<file path="src/rtl/counter_seq_pkg.sv">
// Shared types and constants for the counter command sequencer.
package counter_seq_pkg;

  // Sequencer states: waiting for work, one-cycle counter load, counting.
  typedef enum logic [1:0] {
    IDLE = 2'd0,
    LOAD = 2'd1,
    RUN  = 2'd2
  } state_t;

  // One queued command as stored in the FIFO.
  typedef struct packed {
    logic       init;
    logic [3:0] load;
    logic [1:0] ctrl;
    logic [3:0] len;
  } cmd_t;

  // Counting modes understood by the downstream counter.
  localparam logic [1:0] UP1 = 2'b00;
  localparam logic [1:0] UP2 = 2'b01;
  localparam logic [1:0] DN1 = 2'b10;
  localparam logic [1:0] DN2 = 2'b11;

  // Pack loose command fields into a cmd_t.
  function automatic cmd_t make_cmd(input logic       init,
                                    input logic [3:0] load,
                                    input logic [1:0] ctrl,
                                    input logic [3:0] len);
    return '{init: init, load: load, ctrl: ctrl, len: len};
  endfunction

endpackage

</file>
<file path="src/rtl/counter_cmd_seq_if.sv">
// Command channel into the sequencer: valid/ready handshake plus payload.
interface counter_cmd_seq_if;
  logic       cmd_valid;
  logic       cmd_ready;
  logic       cmd_init;
  logic [3:0] cmd_load;
  logic [1:0] cmd_ctrl;
  logic [3:0] cmd_len;

  // Command producer side.
  modport master (
    output cmd_valid, cmd_init, cmd_load, cmd_ctrl, cmd_len,
    input  cmd_ready
  );

  // Sequencer side.
  modport slave (
    input  cmd_valid, cmd_init, cmd_load, cmd_ctrl, cmd_len,
    output cmd_ready
  );
endinterface

</file>
<file path="src/rtl/seq_cmd_fifo.sv">
// Command FIFO: DEPTH entries (power of 2), pointers wrap naturally,
// flush empties it in one edge and overrides push/pop.
module seq_cmd_fifo
  import counter_seq_pkg::*;
#(
  parameter int DEPTH = 4
) (
  input  logic                     CLK,
  input  logic                     RST,
  input  logic                     push,
  input  cmd_t                     push_data,
  input  logic                     pop,
  output cmd_t                     pop_data,
  input  logic                     flush,
  output logic                     full,
  output logic                     empty,
  output logic [$clog2(DEPTH):0]   count
);

  localparam int AW = $clog2(DEPTH);
  localparam logic [AW:0] FULL_CNT = (AW + 1)'(DEPTH);

  cmd_t          mem [DEPTH];
  logic [AW-1:0] wr_ptr;
  logic [AW-1:0] rd_ptr;
  logic          do_push;
  logic          do_pop;

  // A full FIFO refuses a push even when the same edge pops.
  assign full     = (count == FULL_CNT);
  assign empty    = (count == '0);
  assign do_push  = push && !full;
  assign do_pop   = pop && !empty;
  assign pop_data = mem[rd_ptr];

  // Pointer and occupancy bookkeeping; flush returns to the empty state.
  always_ff @(posedge CLK or posedge RST) begin
    if (RST) begin
      wr_ptr <= '0;
      rd_ptr <= '0;
      count  <= '0;
    end else if (flush) begin
      wr_ptr <= '0;
      rd_ptr <= '0;
      count  <= '0;
    end else begin
      if (do_push) wr_ptr <= wr_ptr + 1'b1;
      if (do_pop)  rd_ptr <= rd_ptr + 1'b1;
      case ({do_push, do_pop})
        2'b10:   count <= count + 1'b1;
        2'b01:   count <= count - 1'b1;
        default: count <= count;
      endcase
    end
  end

  // Storage write.
  // NOTE: the array has no reset; occupancy is tracked by count, so stale
  // entries are never observed and the RAM stays a plain RAM.
  always_ff @(posedge CLK) begin
    if (do_push && !flush) mem[wr_ptr] <= push_data;
  end

endmodule

</file>
<file path="src/rtl/counter_cmd_seq.sv">
// Command sequencer for a load/count counter: queues commands and plays each
// one out as an optional one-cycle load followed by a len+1 cycle count phase.
module counter_cmd_seq
  import counter_seq_pkg::*;
#(
  parameter int DEPTH = 4
) (
  input  logic                   CLK,
  input  logic                   RST,
  counter_cmd_seq_if.slave       cmd,
  input  logic                   GAMEOVER,
  output logic                   INIT,
  output logic [3:0]             load,
  output logic [1:0]             CONTROL,
  output logic                   busy,
  output logic [$clog2(DEPTH):0] fifo_count
);

  state_t     state, state_d;
  cmd_t       head;
  cmd_t       push_data;
  logic [3:0] rem, rem_d;
  logic [3:0] cur_load, cur_load_d;
  logic [1:0] cur_ctrl, cur_ctrl_d;
  logic       init_d;
  logic [3:0] load_d;
  logic [1:0] control_d;
  logic       start;
  logic       push;
  logic       full;
  logic       empty;

  // No command is taken during reset or on a game-over edge.
  assign cmd.cmd_ready = !full && !GAMEOVER && !RST;
  assign push          = cmd.cmd_valid && cmd.cmd_ready;
  assign push_data     = make_cmd(cmd.cmd_init, cmd.cmd_load, cmd.cmd_ctrl, cmd.cmd_len);
  assign busy          = (state != IDLE);

  seq_cmd_fifo #(.DEPTH(DEPTH)) u_fifo (
    .CLK       (CLK),
    .RST       (RST),
    .push      (push),
    .push_data (push_data),
    .pop       (start),
    .pop_data  (head),
    .flush     (GAMEOVER),
    .full      (full),
    .empty     (empty),
    .count     (fifo_count)
  );

  // State, phase counter, current command and registered counter outputs.
  // NOTE: every register here uses <= so all of them update from the same
  // pre-edge values; blocking assignments would let later lines see new ones.
  always_ff @(posedge CLK or posedge RST) begin
    if (RST) begin
      state    <= IDLE;
      rem      <= '0;
      cur_load <= '0;
      cur_ctrl <= UP1;
      INIT     <= 1'b0;
      load     <= '0;
      CONTROL  <= UP1;
    end else begin
      state    <= state_d;
      rem      <= rem_d;
      cur_load <= cur_load_d;
      cur_ctrl <= cur_ctrl_d;
      INIT     <= init_d;
      load     <= load_d;
      CONTROL  <= control_d;
    end
  end

  // Next-state and next-output decode; game-over overrides everything.
  // NOTE: every output of this block gets a default first, so no path can
  // leave one unassigned and infer a latch.
  always_comb begin
    state_d    = state;
    rem_d      = rem;
    cur_load_d = cur_load;
    cur_ctrl_d = cur_ctrl;
    init_d     = 1'b0;
    load_d     = load;
    control_d  = CONTROL;
    start      = 1'b0;

    case (state)
      IDLE: start = !empty;
      LOAD: begin
        state_d   = RUN;
        load_d    = cur_load;
        control_d = cur_ctrl;
      end
      RUN: begin
        control_d = cur_ctrl;
        if (rem != 4'd0) begin
          rem_d = rem - 4'd1;
        end else if (!empty) begin
          start = 1'b1;
        end else begin
          state_d = IDLE;
        end
      end
      default: state_d = IDLE;
    endcase

    // Pop the head entry and launch it with no idle gap.
    if (start) begin
      cur_load_d = head.load;
      cur_ctrl_d = head.ctrl;
      rem_d      = head.len;
      control_d  = head.ctrl;
      if (head.init) begin
        state_d = LOAD;
        init_d  = 1'b1;
        load_d  = head.load;
      end else begin
        state_d = RUN;
      end
    end

    // Abort: queue is flushed, current command dropped, outputs held.
    if (GAMEOVER) begin
      start      = 1'b0;
      state_d    = IDLE;
      rem_d      = '0;
      cur_load_d = cur_load;
      cur_ctrl_d = cur_ctrl;
      init_d     = 1'b0;
      load_d     = load;
      control_d  = CONTROL;
    end
  end

endmodule

</file>
<file path="src/flat_wrapper.sv">
// flat-port wrapper written by rule: the top's interface ports become plain ports
module counter_cmd_seq_flat import counter_seq_pkg::*;
#(
  parameter int DEPTH = 4
)
  (CLK, RST, GAMEOVER, INIT, load, CONTROL, busy, fifo_count, cmd_cmd_valid, cmd_cmd_init, cmd_cmd_load, cmd_cmd_ctrl, cmd_cmd_len, cmd_cmd_ready);
  counter_cmd_seq_if cmd_i ();
  input  logic CLK;
  input  logic RST;
  input  logic GAMEOVER;
  output logic INIT;
  output logic [3:0] load;
  output logic [1:0] CONTROL;
  output logic busy;
  output logic [$clog2(DEPTH):0] fifo_count;
  input wire logic [$bits(cmd_i.cmd_valid)-1:0] cmd_cmd_valid;
  input wire logic [$bits(cmd_i.cmd_init)-1:0] cmd_cmd_init;
  input wire logic [$bits(cmd_i.cmd_load)-1:0] cmd_cmd_load;
  input wire logic [$bits(cmd_i.cmd_ctrl)-1:0] cmd_cmd_ctrl;
  input wire logic [$bits(cmd_i.cmd_len)-1:0] cmd_cmd_len;
  output wire logic [$bits(cmd_i.cmd_ready)-1:0] cmd_cmd_ready;
  assign cmd_i.cmd_valid = cmd_cmd_valid;
  assign cmd_i.cmd_init = cmd_cmd_init;
  assign cmd_i.cmd_load = cmd_cmd_load;
  assign cmd_i.cmd_ctrl = cmd_cmd_ctrl;
  assign cmd_i.cmd_len = cmd_cmd_len;
  assign cmd_cmd_ready = cmd_i.cmd_ready;
  counter_cmd_seq #(.DEPTH(DEPTH)) u_core (.CLK(CLK), .RST(RST), .cmd(cmd_i), .GAMEOVER(GAMEOVER), .INIT(INIT), .load(load), .CONTROL(CONTROL), .busy(busy), .fifo_count(fifo_count));
endmodule
</file>
<file path="config.mk">
export PLATFORM = sky130hd
export DESIGN_NAME = counter_cmd_seq_flat
export DESIGN_NICKNAME = d
export VERILOG_FILES = /design/src/rtl/counter_seq_pkg.sv /design/src/rtl/counter_cmd_seq_if.sv /design/src/rtl/seq_cmd_fifo.sv /design/src/rtl/counter_cmd_seq.sv /design/src/flat_wrapper.sv
export SDC_FILE = /design/constraint.sdc
export NUM_CORES = 1
export LEC_CHECK = 0
export BUFFER_PORTS_ARGS = -buffer_cell sky130_fd_sc_hd__buf_2
export CORE_MARGIN = 1.5
export CORE_UTILIZATION = 25
export CTS_CLUSTER_DIAMETER = 80
export DETAILED_ROUTE_END_ITERATION = 10
export GPL_TIMING_DRIVEN = 0
export PLACE_DENSITY = 0.37
export SETUP_SLACK_MARGIN = 0.05
export SYNTH_ARGS = -nofsm -noshare
export SYNTH_HDL_FRONTEND = slang
export SYNTH_SLANG_ARGS = --single-unit
</file>
<file path="constraint.sdc">
create_clock -name CLK -period 3.4 [get_ports CLK]
set_clock_uncertainty 0.1 [all_clocks]
set_input_delay 0.17 -clock CLK [delete_from_list [all_inputs] [get_ports CLK]]
set_output_delay 0.17 -clock CLK [all_outputs]
set_load 0.03 [all_outputs]
</file>
# Word-level counts from Yosys, hierarchy flattened
# Memories as Yosys holds them, arrays and structs flattened.
# Cells that the tools add are included.
[classes]
add_sub_neg = 5
n_eq_ne = 8
n_mux = 30
bitwise_logic = 1
n_reduce_logical = 25
[ops]
columns = ["operator", "n"]
rows = [
  ["two-way mux 4 bit", 7],
  ["two-way mux 2 bit", 11],
  ["nonzero test 3 bit", 3],
  ["two-way mux 1 bit", 8],
  ["nonzero test 2 bit", 4],
  ["logical AND 1 bit", 6],
  ["case mux 2 bit (3 select lines)", 1],
  ["case mux 3 bit (2 select lines)", 1],
  ["AND reduction 2 bit", 3],
  ["adder 2 x 1 -> 2 bit (second input constant)", 2],
  ["equality test 2 x 1 -> 1 bit (second input constant)", 2],
  ["equality test 2 bit (second input constant)", 2],
  ["logical NOT 1 bit", 4],
  ["!= test 4 x 2 -> 1 bit (second input constant)", 1],
  ["!= test 4 bit (second input constant)", 1],
  ["nonzero test 4 bit", 1],
  ["subtractor 4 x 1 -> 4 bit (second input constant)", 1],
  ["adder 3 x 1 -> 3 bit (second input constant)", 1],
  ["equality test 3 bit (second input constant)", 1],
  ["logical NOT 3 bit", 1],
  ["two-way mux 3 bit", 1],
  ["!= test 3 x 2 -> 1 bit (second input constant)", 1],
  ["AND reduction 3 bit", 1],
  ["subtractor 3 x 1 -> 3 bit (second input constant)", 1],
  ["other kinds (4)", 4],
]
[word_totals]
reg_bits = 26
ram_bits = 44
output_inout_bits = 12
wordCells = 80
n_memories = 1
[memory_table]
columns = ["memory", "depth", "word_bits", "rd", "rd_clocked_by_memory_dff", "wr", "line_no", "text"]
rows = [
  ["u_core.u_fifo.mem", 4, 11, 1, 0, 1, "seq_cmd_fifo.sv:23", "cmd_t mem [DEPTH];"],
]

# Depth between registers and ports, before layout
# Gate-level depths: netlist of run 1.
[depth]
depth_word = 9
depth_mapped = 11
depth_no_buf = 10

# By module
# A second synthesis of run 1 with hierarchy kept.
[unflattened]
cells_unflattened = 225
hier_area_um2 = 3233.1
[modules_own_cells]
columns = ["module", "instances", "cells_per_inst", "area_per_inst_um2", "seq_area_each_um2"]
rows = [
  ["seq_cmd_fifo", 1, 122, 2145.8, 1496.4],
  ["counter_cmd_seq", 1, 103, 1087.3, 475.5],
]

# Least setup slack after synthesis of run 1
# OpenSTA, ideal clock, no wires.
[synth_path]
kind = "register to register"
startpoint = "reg u_core.u_fifo.count[0]"
endpoint = "reg u_core.u_fifo.count[2]"
setup_time_ns = 0.125
t_arrival_ns = 2.367
path_slack_ns = 0.809
stages_incl_launch_ff = 11
n_path_buf = 2
synth_period_minus_slack_ns = 2.591
path_cell_list = "dfrtp_1 -> or3_1 -> buf_2 -> o21ai_0 -> buf_4 -> nor3_1 -> fa_1 -> inv_1 -> nor4_1 -> a2bb2oi_1 -> mux2_2"
[synth_between]
elab_chain_len = 9
[synth_lines]
columns = ["element", "line_no", "text"]
rows = [
  ["start, declared", "seq_cmd_fifo.sv:17", "output logic [$clog2(DEPTH):0] count"],
  ["start signal, assigned", "seq_cmd_fifo.sv:50", "2'b10: count <= count + 1'b1;"],
  ["start signal, assigned", "seq_cmd_fifo.sv:51", "2'b01: count <= count - 1'b1;"],
  ["start signal, assigned", "seq_cmd_fifo.sv:52", "default: count <= count;"],
  ["logical NOT 3 bit or equality test 3 bit (tied branches)", "seq_cmd_fifo.sv:31, seq_cmd_fifo.sv:30", ""],
  ["two-way mux 1 bit or logical NOT 1 bit (tied branches)", "counter_cmd_seq.sv:99, seq_cmd_fifo.sv:32, counter_cmd_seq.sv:34", ""],
  ["two-way mux 1 bit or logical AND 1 bit (tied branches)", "counter_cmd_seq.sv:97, counter_cmd_seq.sv:34", ""],
  ["case mux 1 bit (2 select lines) or logical AND 1 bit (tied branches)", "counter_cmd_seq.sv:88, counter_cmd_seq.sv:34", ""],
  ["two-way mux 1 bit or logical AND 1 bit (tied branches)", "counter_cmd_seq.sv:124, counter_cmd_seq.sv:35", ""],
  ["logical AND 1 bit, on equally long branches", "seq_cmd_fifo.sv:33, seq_cmd_fifo.sv:32", ""],
  ["equality test 2 x 1 -> 1 bit or equality test 2 bit (tied branches)", "seq_cmd_fifo.sv:49", "case ({do_push, do_pop})"],
  ["case mux 3 bit (2 select lines)", "seq_cmd_fifo.sv:49", ""],
  ["two-way mux 3 bit", "seq_cmd_fifo.sv:42", "end else if (flush) begin"],
]
# Parallel ways exist; a longest one is shown, timed or not.
# A chain may end at the register's enable or synchronous reset.

# Final worst setup path of run 1
[layout_path]
startpoint = "reg u_core.state[0]"
endpoint = "reg u_core.u_fifo.count[2]"
[layout_between]
elab_chain_len = 7
[layout_lines]
columns = ["element", "line_no", "text"]
rows = [
  ["start, declared", "counter_cmd_seq.sv:19", "state_t state, state_d;"],
  ["start signal, assigned", "counter_cmd_seq.sv:65", "state <= state_d;"],
  ["equality test 2 bit or logical NOT 2 bit (tied branches)", "counter_cmd_seq.sv:88", "case (state)"],
  ["case mux 1 bit (2 select lines) (*)", "counter_cmd_seq.sv:88", ""],
  ["two-way mux 1 bit (*)", "counter_cmd_seq.sv:124", "if (GAMEOVER) begin"],
  ["logical AND 1 bit (*)", "seq_cmd_fifo.sv:33", "assign do_pop = pop && !empty;"],
  ["equality test 2 x 1 -> 1 bit or equality test 2 bit (tied branches)", "seq_cmd_fifo.sv:49", ""],
  ["case mux 3 bit (2 select lines)", "seq_cmd_fifo.sv:49", ""],
  ["two-way mux 3 bit", "seq_cmd_fifo.sv:42", ""],
]
# Mark *: on every way between the ends. The rest lies on a longest branch, timed or not.

==> results.json, run 1 <==
{
  "run_status": "finished, final reports clean",
  "finalMaxSlewViolations": 0,
  "global_route.usage.total_pct": 11.3,
  "cts.clk_slew.worst_paths_ps": 60,
  "chipHeight_um": 114,
  "timing.critical_path.fanout_max": 10,
  "cp_cell_sequence": "inv_1 > ha_1 > and4bb_2 > o21ai_0 > buf_4 > nor3_1 > fa_1 > inv_1 > nor4_1 > a2bb2oi_1 > mux2_2",
  "ys_top_cells_by_area": "edfxtp_1 (43%), dfrtp_1 (21%), mux4_2 (8.0%), ha_1 (3.2%), mux2_2 (2.9%)",
  "clock_sink_count": 70,
  "grt_antenna_before_repair": 0,
  "post_cts_resized": 0,
  "layout.nets": 273,
  "share_comb_of_total_power_pct": 34.0,
  "pwr-share-clk_pct": 31.8,
  "top_level_ports": 27,
  "critPathRequiredTime_ps": 3520,
  "post_route_cells_drive_above_1_share_pct": 26.9,
  "p_seq_share_pct": 34.2,
  "num_vias": 1832,
  "placement.setup.worst_slack_ps": 525,
  "layout.cells.non_filler": 421,
  "area_delta_synth_final_pct": 25.4,
  "start_util_pct": 25.6,
  "mappedNetlistNets": 225,
  "initialDrtViolationCount": 63,
  "critical-path-slowest-cell": "fa_1",
  "worst_pin_slew_ps": 1080,
  "setup_viol": 0,
  "insertion_delay_ps": 330,
  "finalWorstSetupSlack_ps": 553,
  "syn-instance-count": 201,
  "post_drt_via_cell_ratio": 4.35,
  "slew_headroom_pct": 28.2,
  "diodes": 0,
  "clock_tree_from_tritoncts": "yes",
  "async_reset_ff_share_pct": 37.1,
  "grt_pass1_vias": 1891,
  "fp.coreArea_mm2": 0.0121,
  "number_of_levels_in_the_clock_h_tree": 3,
  "critical-path-top-cell-by-count": "inv_1",
  "numCtsBuffers": 9,
  "final_hold_violations": 0,
  "critPathArrivalTime_ps": 2970,
  "switchingPower_mw": 1.09,
  "synth_seq_area_share_pct": 63.8,
  "post_cts_hold_buffer_count": 11,
  "total_wire_length_mm": 6.71,
  "critical-path-max-stage-delay_ps": 390,
  "grt_overflow_total": 0,
  "ir_worst_vdd_uv": 271,
  "finalCriticalPeriod_ps": 2850,
  "fill_cells": 1204,
  "power.share.switching_pct": 32.6,
  "rsz0062_at_grt": "false",
  "synth_top_area_share_pct": 42.7,
  "avgSynthCellArea_um2": 15.4,
  "power_density_mw_per_mm2": 865,
  "setup_tns_ps": 0,
  "worst_setup_path_start_kind": "register",
  "yosysWarningCount": 0,
  "synth_edf_count": 44,
  "rows": 40,
  "min_period_over_period_pct": 83.7,
  "post_synthesis_sequential_element_count": 70,
  "internal_power_mw": 2.26,
  "maxClockFrequency_mhz": 351,
  "drc": 0,
  "max_cap_viol_count": 0,
  "routedWlPerCell_um": 15.9,
  "root_buf_cell": "clkbuf_16",
  "cell_type_contributing_the_most_total_cell_area_after_synthesis": "edfxtp_1",
  "first_pass_grt_wire_length_mm": 10.7,
  "post_dp_hpwl_mm": 4.39,
  "min-delay-path-class": "in -> async",
  "place.detailed.instances": 395,
  "postCtsSetupBuffers": 0,
  "port_buffers": 26,
  "die_width_um": 114,
  "worst_setup_path_end_kind": "register",
  "gp_congestion": 0.696,
  "drt.antenna.violating_nets": 0,
  "floorplan.die_area_mm2": 0.0130,
  "power_leakage_nw": 1.44,
  "mappedNetlistArea_mm2": 0.00309,
  "cts.path.max_buffers": 2,
  "detail_route.first_pass.iterations": 4,
  "crit_type": "reg -> reg",
  "yosys.cell_types.count": 43,
  "grt_max_degree": 27,
  "dominantRegCellSynth": "edfxtp_1"
}
-- power by group through the flow --
stage / Clock [mW] / Sequential, mW / Combinational, mW
6_report: 1.07 / 1.15 / 1.14
5_1_grt: 1.12 / 1.17 / 1.26
4_1_cts: 1.09 / 1.15 / 1.16
3_5_place_dp: 0 / 1.17 / 1.15
3_3_place_gp: 0 / 1.17 / 1.15
2_1_floorplan: 0 / 1.24 / 0.775
-- layout make-up --
class	instances	area (um2)	share of cell area, %
Sequential cell	70	1970	50.9
Tap cell	168	210	5.42
Timing Repair Buffer	37	240	6.20
Clock buffer	9	225	5.81
Clock inverter	6	110	2.84
Inverter	10	37.5	0.968
Buffer	10	52.6	1.36
Multi-Input combinational cell	111	1030	26.6
-- cell usage after synthesis, types with 2 or more instances --
cell,instances
inv_1,10
ha_1,8
nand4_1,3
mux2_2,8
nand3_1,4
mux4_2,11
nor3_1,3
buf_2,3
nand3b_1,4
o211ai_1,6
o21ai_0,4
a32oi_1,4
xnor2_1,3
nand2_1,7
clkbuf_1,4
xor2_1,2
and2_1,7
edfxtp_1,44
mux2i_1,6
o2bb2ai_1,2
a21oi_1,4
nor2b_1,3
dfrtp_1,26
nor2_1,6
-- worst paths after layout --
check / startpoint / end / slack (ps) / depth (start not counted)
max in group asynchronous: RST / u_core.cur_load[1] / 2520 / 2
min in group CLK: GAMEOVER / u_core.u_fifo.wr_ptr[0] / 140 / 3
min reg2reg: u_core.CONTROL[1] / u_core.CONTROL[1] / 380 / 1
min: RST / u_core.u_fifo.count[0] / 20 / 2
max: u_core.state[0] / u_core.u_fifo.count[2] / 550 / 11
max reg2reg: u_core.state[0] / u_core.u_fifo.count[2] / 550 / 11
-- cells by family after synthesis --
| family | synth area share, % |
|---|---|
| AO/OA/AOI/OAI | 6.03 |
| XOR/XNOR | 1.94 |
| adder cells (fa/ha/maj) | 3.89 |
| buffers and inverters | 2.91 |
| flip-flops | 63.8 |
| multiplexers | 12.9 |
| AND/OR/NAND/NOR | 8.58 |
-- through the flow --
| stage | instance area (um2) | hold slack, ps | util, % | power, mW |
|---|---|---|---|---|
| 2_1_floorplan | 3090 | 110 | - | 2.01 |
| 3_3_place_gp | 3430 | 287 | 28.5 | 2.31 |
| 3_5_place_dp | 3430 | 294 | 28.5 | 2.31 |
| 4_1_cts | 3880 | 72.6 | 32.1 | 3.40 |
| 5_1_grt | 3880 | 144 | 32.1 | 3.55 |
| 6_report | 3880 | 15.8 | 32.1 | 3.36 |
-- flip-flops by register name, summed over array words and instances, names as in the netlist, 2 cells and up --
signal and count:
u_core.u_fifo.mem 44, u_core.cur_load 4, u_core.rem 4, u_core.state 2, u_core.u_fifo.rd_ptr 2, u_core.CONTROL 2
u_core.load 4, u_core.u_fifo.count 3, u_core.u_fifo.wr_ptr 2, u_core.cur_ctrl 2
-- critical path: cells and delay by family, from the launching register on --
family | cells | cell delay, ps
adders and majority gates | 2 | 680
and+or+nand+nor | 3 | 450
buffers and inverters | 3 | 400
AOI/OAI and AO/OA | 2 | 390
DFF | 1 | 380
muxes | 1 | 350
-- cell usage in the layout (no fill, tap or decap), types with 7 or more instances in the layout --
cell type | Yosys | final
edfxtp_1 | 44 | 44
buf_2 | 3 | 29
dfrtp_1 | 26 | 26
mux4_2 | 11 | 11
dlygate4sd3_1 | 0 | 11
inv_1 | 10 | 10
clkbuf_16 | 0 | 9
mux2_2 | 8 | 8
ha_1 | 8 | 8
and2_1 | 7 | 7
nand2_1 | 7 | 7
-- layer usage --
metal	vias up	track usage, %	routed length [um]
li1	860	-	-
met1	924	14.3	3120
met2	40	18.4	3290
met3	8	3.07	216
met4	0	4.75	82
met5	-	0	0
(Power assumes the default switching activity.)
==> inputs of run 2 (changes only) <==
Settings changed: ABC_AREA set to 1, PLACE_DENSITY 0.37 to 0.38.
Clock period 3.4 ns to 2.3 ns, I/O delays scaled along.
==> results.json, run 2 <==
{
  "area_delta_synth_final_pct": 24.8,
  "critPathRequiredTime_ps": 2140,
  "dominantRegCellSynth": "edfxtp_1",
  "leading_cell_types_in_the_layout_fill_and_taps_excluded": "nand2_1 (62), edfxtp_1 (44), nor2_1 (36)",
  "post_route_cells_drive_above_1_share_pct": 20.6,
  "synth_top_cells_by_count": "nand2_1 (62), edfxtp_1 (44), nor2_1 (36)",
  "async_reset_ff_share_pct": 37.1,
  "cell_type_contributing_the_most_total_cell_area_after_synthesis": "edfxtp_1",
  "gr-usage-met2_pct": 17.9,
  "finalMaxSlewViolations": 0,
  "layout.area.seq_mm2": 0.00197,
  "fin_hold_ws_ps": -26.3,
  "power_density_mw_per_mm2": 1280,
  "layout.nets": 379,
  "placement.setup.worst_slack_ps": -0.152,
  "numCtsBuffers": 9,
  "min-delay-path-class": "in -> async",
  "start_util_pct": 26.0,
  "cts.clk_slew.worst_paths_ps": 50,
  "worst_pin_slew_ps": 1180,
  "synth_edf_count": 44,
  "globalRouteMet1Util_pct": 15.6,
  "slew_headroom_pct": 21.1,
  "synth_seq_area_share_pct": 62.2,
  "cts.path.max_buffers": 2,
  "min_period_over_period_pct": 94.5,
  "initialDrtViolationCount": 94,
  "yosysWarningCount": 0,
  "switchingPower_mw": 2.00,
  "syn-instance-count": 303,
  "violations": "negative hold slack",
  "global_route.usage.total_pct": 11.7,
  "num_vias": 2200,
  "ys_top_cells_by_area": "edfxtp_1 (42%), dfrtp_1 (21%), nand2_1 (7.3%), o21ai_0 (4.9%), nor2_1 (4.3%)",
  "total_wire_length_mm": 7.22,
  "max_cap_viol_count": 0,
  "routedWlPerCell_um": 13.7,
  "diodes": 0,
  "mappedNetlistNets": 327,
  "floorplan.die_area_mm2": 0.0134,
  "detail_route.first_pass.iterations": 4,
  "ir_worst_vdd_uv": 439,
  "number_of_levels_in_the_clock_h_tree": 3,
  "power.share.switching_pct": 39.4,
  "post_dp_hpwl_mm": 4.87,
  "p_seq_share_pct": 34.0,
  "crit_type": "in -> reg",
  "gp_congestion": 0.726,
  "grt_antenna_before_repair": 0,
  "finalCriticalPeriod_ps": 2170,
  "first_pass_grt_wire_length_mm": 11.4,
  "yosys.cell_types.count": 31,
  "synth_top_area_share_pct": 41.7,
  "finalInstanceArea_mm2": 0.00396,
  "grt_pass1_vias": 2085,
  "avgSynthCellArea_um2": 10.5,
  "finalWorstSetupSlack_ps": 126,
  "fp.coreArea_mm2": 0.0122,
  "share_comb_of_total_power_pct": 39.5,
  "chipHeight_um": 116,
  "largest_register_ff_count": 44,
  "die_width_um": 116,
  "maxClockFrequency_mhz": 460,
  "clock_tree_from_tritoncts": "yes",
  "root_buf_cell": "clkbuf_16",
  "largest_register": "u_core.u_fifo.mem",
  "timing.critical_path.fanout_max": 11,
  "drt.antenna.violating_nets": 0,
  "critPathArrivalTime_ps": 2010,
  "grt_max_degree": 27,
  "top_level_ports": 27,
  "pwr-share-clk_pct": 26.5,
  "post_synthesis_sequential_element_count": 70,
  "port_buffers": 25,
  "multi_input_comb_area_mm2": 0.00103,
  "insertion_delay_ps": 330,
  "rows": 40,
  "leading_cell_type_in_the_layout_fill_and_taps_excluded": "nand2_1",
  "run_status": "finished, violations left",
  "rsz0062_at_grt": "true",
  "grt.busiest_layer": "met2",
  "power_leakage_nw": 1.64,
  "worst_setup_path_start_kind": "input port",
  "clock_sink_count": 70,
  "gr-usage-met3_pct": 3.50,
  "drc": 0,
  "fill_cells": 1293,
  "worst_setup_path_end_kind": "register",
  "setup_viol": 0,
  "final_hold_violations": 26,
  "mappedNetlistArea_mm2": 0.00317,
  "yosys.cell_count.top_type": "nand2_1",
  "grt_overflow_total": 0,
  "post_drt_via_cell_ratio": 4.17,
  "internal_power_mw": 3.08,
  "detailed_place.area_mm2": 0.00350
}
run 2: cell count changes after synthesis, sizes merged, moves of 7 or more:
cell	delta
nand2	+64
o21ai	+32
nor2	+31
inv	+17
nand3	+15
mux4	-11
mux2	-8
and2	-7
run 2: final timing paths:
path                       slack, ps                   start                  endpoint  cells after the start
min reg2reg                      390      u_core.cur_load[0]        u_core.cur_load[0]                      2
min in group CLK                  20                     RST   u_core.u_fifo.wr_ptr[1]                      4
max in group asynchronous       1410                     RST    u_core.u_fifo.count[1]                      2
min                              -30                     RST        u_core.cur_load[1]                      2
max reg2reg                      160  u_core.u_fifo.count[2]  u_core.u_fifo.mem[1][10]                      3
max                              130                GAMEOVER  u_core.u_fifo.mem[1][10]                      5
run 2: what timing repair did:
item / 4_1_cts / 5_1_grt
resized for setup: 2 / 1
setup endpoints to repair: 36 / 45
hold buffers: 13 / 0
endpoints found under the hold margin: 51 / 0
pin swaps: 0 / 2
setup buffers: 0 / 3
run 2: layer usage:
layer  vias up  part of all wire, %
li1       1124                    -
met1      1024                   50
met2        42                   45
met3        10                  4.0
met4         0                  1.5
met5         -                    0
run 2: worst max-delay path, stage by stage:
cell           delay (ps)
dlygate4sd3_1         540
buf_4                 180
nor2_2                120
nand3_2               140
nor2_1                910
run 2: layout make-up:
| type | instances | share of cell area [%] |
|---|---|---|
| sequential | 70 | 49.9 |
| multi-input combinational | 196 | 26.0 |
| timing repair buffer | 41 | 7.02 |
| clock buffer | 10 | 5.79 |
| tap | 168 | 5.31 |
| inverter | 28 | 2.97 |
| clock inverter | 6 | 1.58 |
| buffer | 9 | 1.39 |
run 2: cells by family after synthesis:
group	Yosys count	synth area share, %
AND/OR/NAND/NOR	128	17.5
XOR/XNOR	2	0.553
buffers and inverters	37	5.45
AO/OA/AOI/OAI	57	10.5
adder cells (fa/ha/maj)	9	3.79
flip-flops	70	62.2
run 2: metrics by stage:
stage	util [%]	power [mW]	instances	setup TNS (ps)
floorplan	-	3.15	303	0
global placement	28.7	3.70	496	-1150
detailed placement	28.7	3.70	496	-0.360
CTS	32.2	5.09	525	0
global route	32.4	5.45	528	-842
finish	32.4	5.07	528	0
run 2: power groups by stage:
| stage | Combinational (mW) | Clock [mW] | Sequential, mW |
|---|---|---|---|
| 2_1_floorplan | 1.29 | 0 | 1.87 |
| 3_3_place_gp | 1.95 | 0 | 1.75 |
| 3_5_place_dp | 1.95 | 0 | 1.75 |
| 4_1_cts | 1.98 | 1.38 | 1.73 |
| 5_1_grt | 2.26 | 1.43 | 1.75 |
| 6_report | 2.01 | 1.34 | 1.73 |
==> inputs of run 3 (changes only) <==
Settings changed: CORE_ASPECT_RATIO set to 1.2, SKIP_LAST_GASP set to 1.
==> results.json, run 3 (synthesis results as in run 2) <==
{
  "run_status": "finished, violations left",
  "violations": "negative hold slack",
  "setup_viol": 0,
  "largest_register_ff_count": 44,
  "critical_path.n_buffers_inverters": 3,
  "switchingPower_mw": 1.99,
  "die_width_um": 106,
  "final_hold_violations": 26,
  "detail_route.first_pass.iterations": 4,
  "grt_pass1_vias": 2139,
  "global_route.usage.total_pct": 11.8,
  "root_buf_cell": "clkbuf_16",
  "grt_overflow_total": 0,
  "ir_worst_vdd_uv": 360,
  "initialDrtViolationCount": 97,
  "routedWlPerCell_um": 13.9,
  "top_level_ports": 27,
  "critPathArrivalTime_ps": 2230,
  "internal_power_mw": 3.11,
  "number_of_levels_in_the_clock_h_tree": 3,
  "first_pass_grt_wire_length_mm": 11.7,
  "finalMaxSlewViolations": 0,
  "setup_tns_ps": 0,
  "drt.antenna.violating_nets": 0,
  "max_cap_viol_count": 0,
  "critical-path-slowest-cell": "dfrtp_2",
  "port_buffers": 25,
  "worst_pin_slew_ps": 1170,
  "cp_cell_sequence": "buf_4 > nor3_2 > a21oi_4 > nand2_2 > inv_1 > fa_1 > xnor2_2 > inv_1 > nand2_1 > nand2_1 > nand3_1 > nand2_1",
  "post_dp_hpwl_mm": 4.92,
  "finalCriticalPeriod_ps": 2110,
  "p_seq_share_pct": 33.9,
  "clock_sink_count": 70,
  "diodes": 0,
  "power_leakage_nw": 1.66,
  "fp.coreArea_mm2": 0.0122,
  "final_core_utilization_pct": 32.6,
  "gp_congestion": 0.731,
  "grt_max_degree": 27,
  "min-delay-path-class": "in -> async",
  "numCtsBuffers": 9,
  "rows": 44,
  "share_comb_of_total_power_pct": 40.0,
  "clock_tree_from_tritoncts": "yes",
  "fin_hold_ws_ps": -30.2,
  "leading_cell_type_in_the_layout_fill_and_taps_excluded": "nand2_1",
  "num_vias": 2229,
  "critical-path-max-stage-delay_ps": 430,
  "timing.critical_path.fanout_max": 5,
  "post_drt_via_cell_ratio": 4.25,
  "leading_cell_types_in_the_layout_fill_and_taps_excluded": "nand2_1 (61), edfxtp_1 (44), nor2_1 (36)",
  "worst_setup_path_end_kind": "register",
  "post_route_cells_drive_above_1_share_pct": 22.3,
  "critPathRequiredTime_ps": 2420,
  "critical-path-top-cell-by-count": "nand2_1",
  "maxClockFrequency_mhz": 473,
  "cts.clk_slew.worst_paths_ps": 60,
  "cts.path.max_buffers": 2,
  "largest_register": "u_core.u_fifo.mem",
  "floorplan.die_area_mm2": 0.0134,
  "layout.nets": 383,
  "fill_cells": 1301,
  "p_total_mw": 5.09,
  "area_delta_synth_final_pct": 25.7,
  "start_util_pct": 25.9,
  "critical-path-top-delay-family": "simple AND/OR/NAND/NOR gates",
  "total_wire_length_mm": 7.26,
  "worst_setup_path_start_kind": "register",
  "rsz0062_at_grt": "true",
  "chipHeight_um": 126,
  "grt_antenna_before_repair": 0,
  "min_period_over_period_pct": 91.9,
  "crit_type": "reg -> reg",
  "power.share.switching_pct": 39.0,
  "slew_headroom_pct": 21.6,
  "drc": 0,
  "finalWorstSetupSlack_ps": 187,
  "insertion_delay_ps": 330,
  "power_density_mw_per_mm2": 1280,
  "placement.setup.worst_slack_ps": -61.7,
  "pwr-share-clk_pct": 26.1
}
-- run 3: through the flow --
| stage | std cells | cell area [um2] |
|---|---|---|
| floorplan | 303 | 3170 |
| global placement | 489 | 3500 |
| detailed placement | 489 | 3500 |
| CTS | 517 | 3910 |
| global route | 524 | 3990 |
| finish | 524 | 3990 |
-- run 3: worst reg2reg max path, delay by kind of cell (launching register included) --
family | cells | cell delay (ps)
xor+xnor | 1 | 170
fa+ha+maj | 1 | 400
flops | 1 | 430
simple gates | 6 | 590
compound gates | 1 | 70
buf+inv | 3 | 250
-- run 3: per-layer routing --
| metal | vias up | track usage [%] | routed length [um] |
|---|---|---|---|
| li1 | 1135 | - | - |
| met1 | 1053 | 15.1 | 3410 |
| met2 | 30 | 18.6 | 3470 |
| met3 | 11 | 2.93 | 227 |
| met4 | 0 | 5.48 | 153 |
| met5 | - | 0 | 0 |
-- run 3: final timing paths --
path	from	to	slack, ps	cells past startpoint
min in group CLK	RST	u_core.u_fifo.wr_ptr[1]	30	4
hold reg to reg	u_core.cur_load[0]	u_core.cur_load[0]	390	2
hold / removal	RST	u_core.u_fifo.wr_ptr[1]	-30	2
max in group asynchronous	RST	u_core.u_fifo.count[0]	1410	2
setup reg to reg	u_core.u_fifo.count[0]	u_core.u_fifo.count[2]	190	12
setup / recovery	u_core.u_fifo.count[0]	u_core.u_fifo.count[2]	190	12
-- run 3: final cells by class --
| type | count | area [um2] | area share, % |
|---|---|---|---|
| plain buffers | 9 | 55.1 | 1.38 |
| repair buffers | 45 | 308 | 7.72 |
| clock inverters | 5 | 51.3 | 1.29 |
| well taps | 161 | 201 | 5.05 |
| inverters | 28 | 118 | 2.95 |
| clock buffers | 10 | 229 | 5.75 |
| multi-input cells | 196 | 1050 | 26.3 |
| flip-flops and latches | 70 | 1980 | 49.6 |
-- run 3: repair_timing --
item,CTS,global route
hold endpoints to repair,51,0
resized for setup,2,6
endpoints found under the setup margin,45,46
buffers inserted,0,7
pin swaps,0,3
hold buffers,13,0
-- run 3: power groups by stage --
stage	Combinational (mW)	Sequential, mW	Clock, mW
after floorplan	1.29	1.87	0
final	2.04	1.73	1.33
after detailed placement	1.94	1.75	0
after global placement	1.93	1.75	0
after CTS	1.96	1.73	1.36
after global routing	2.32	1.76	1.43
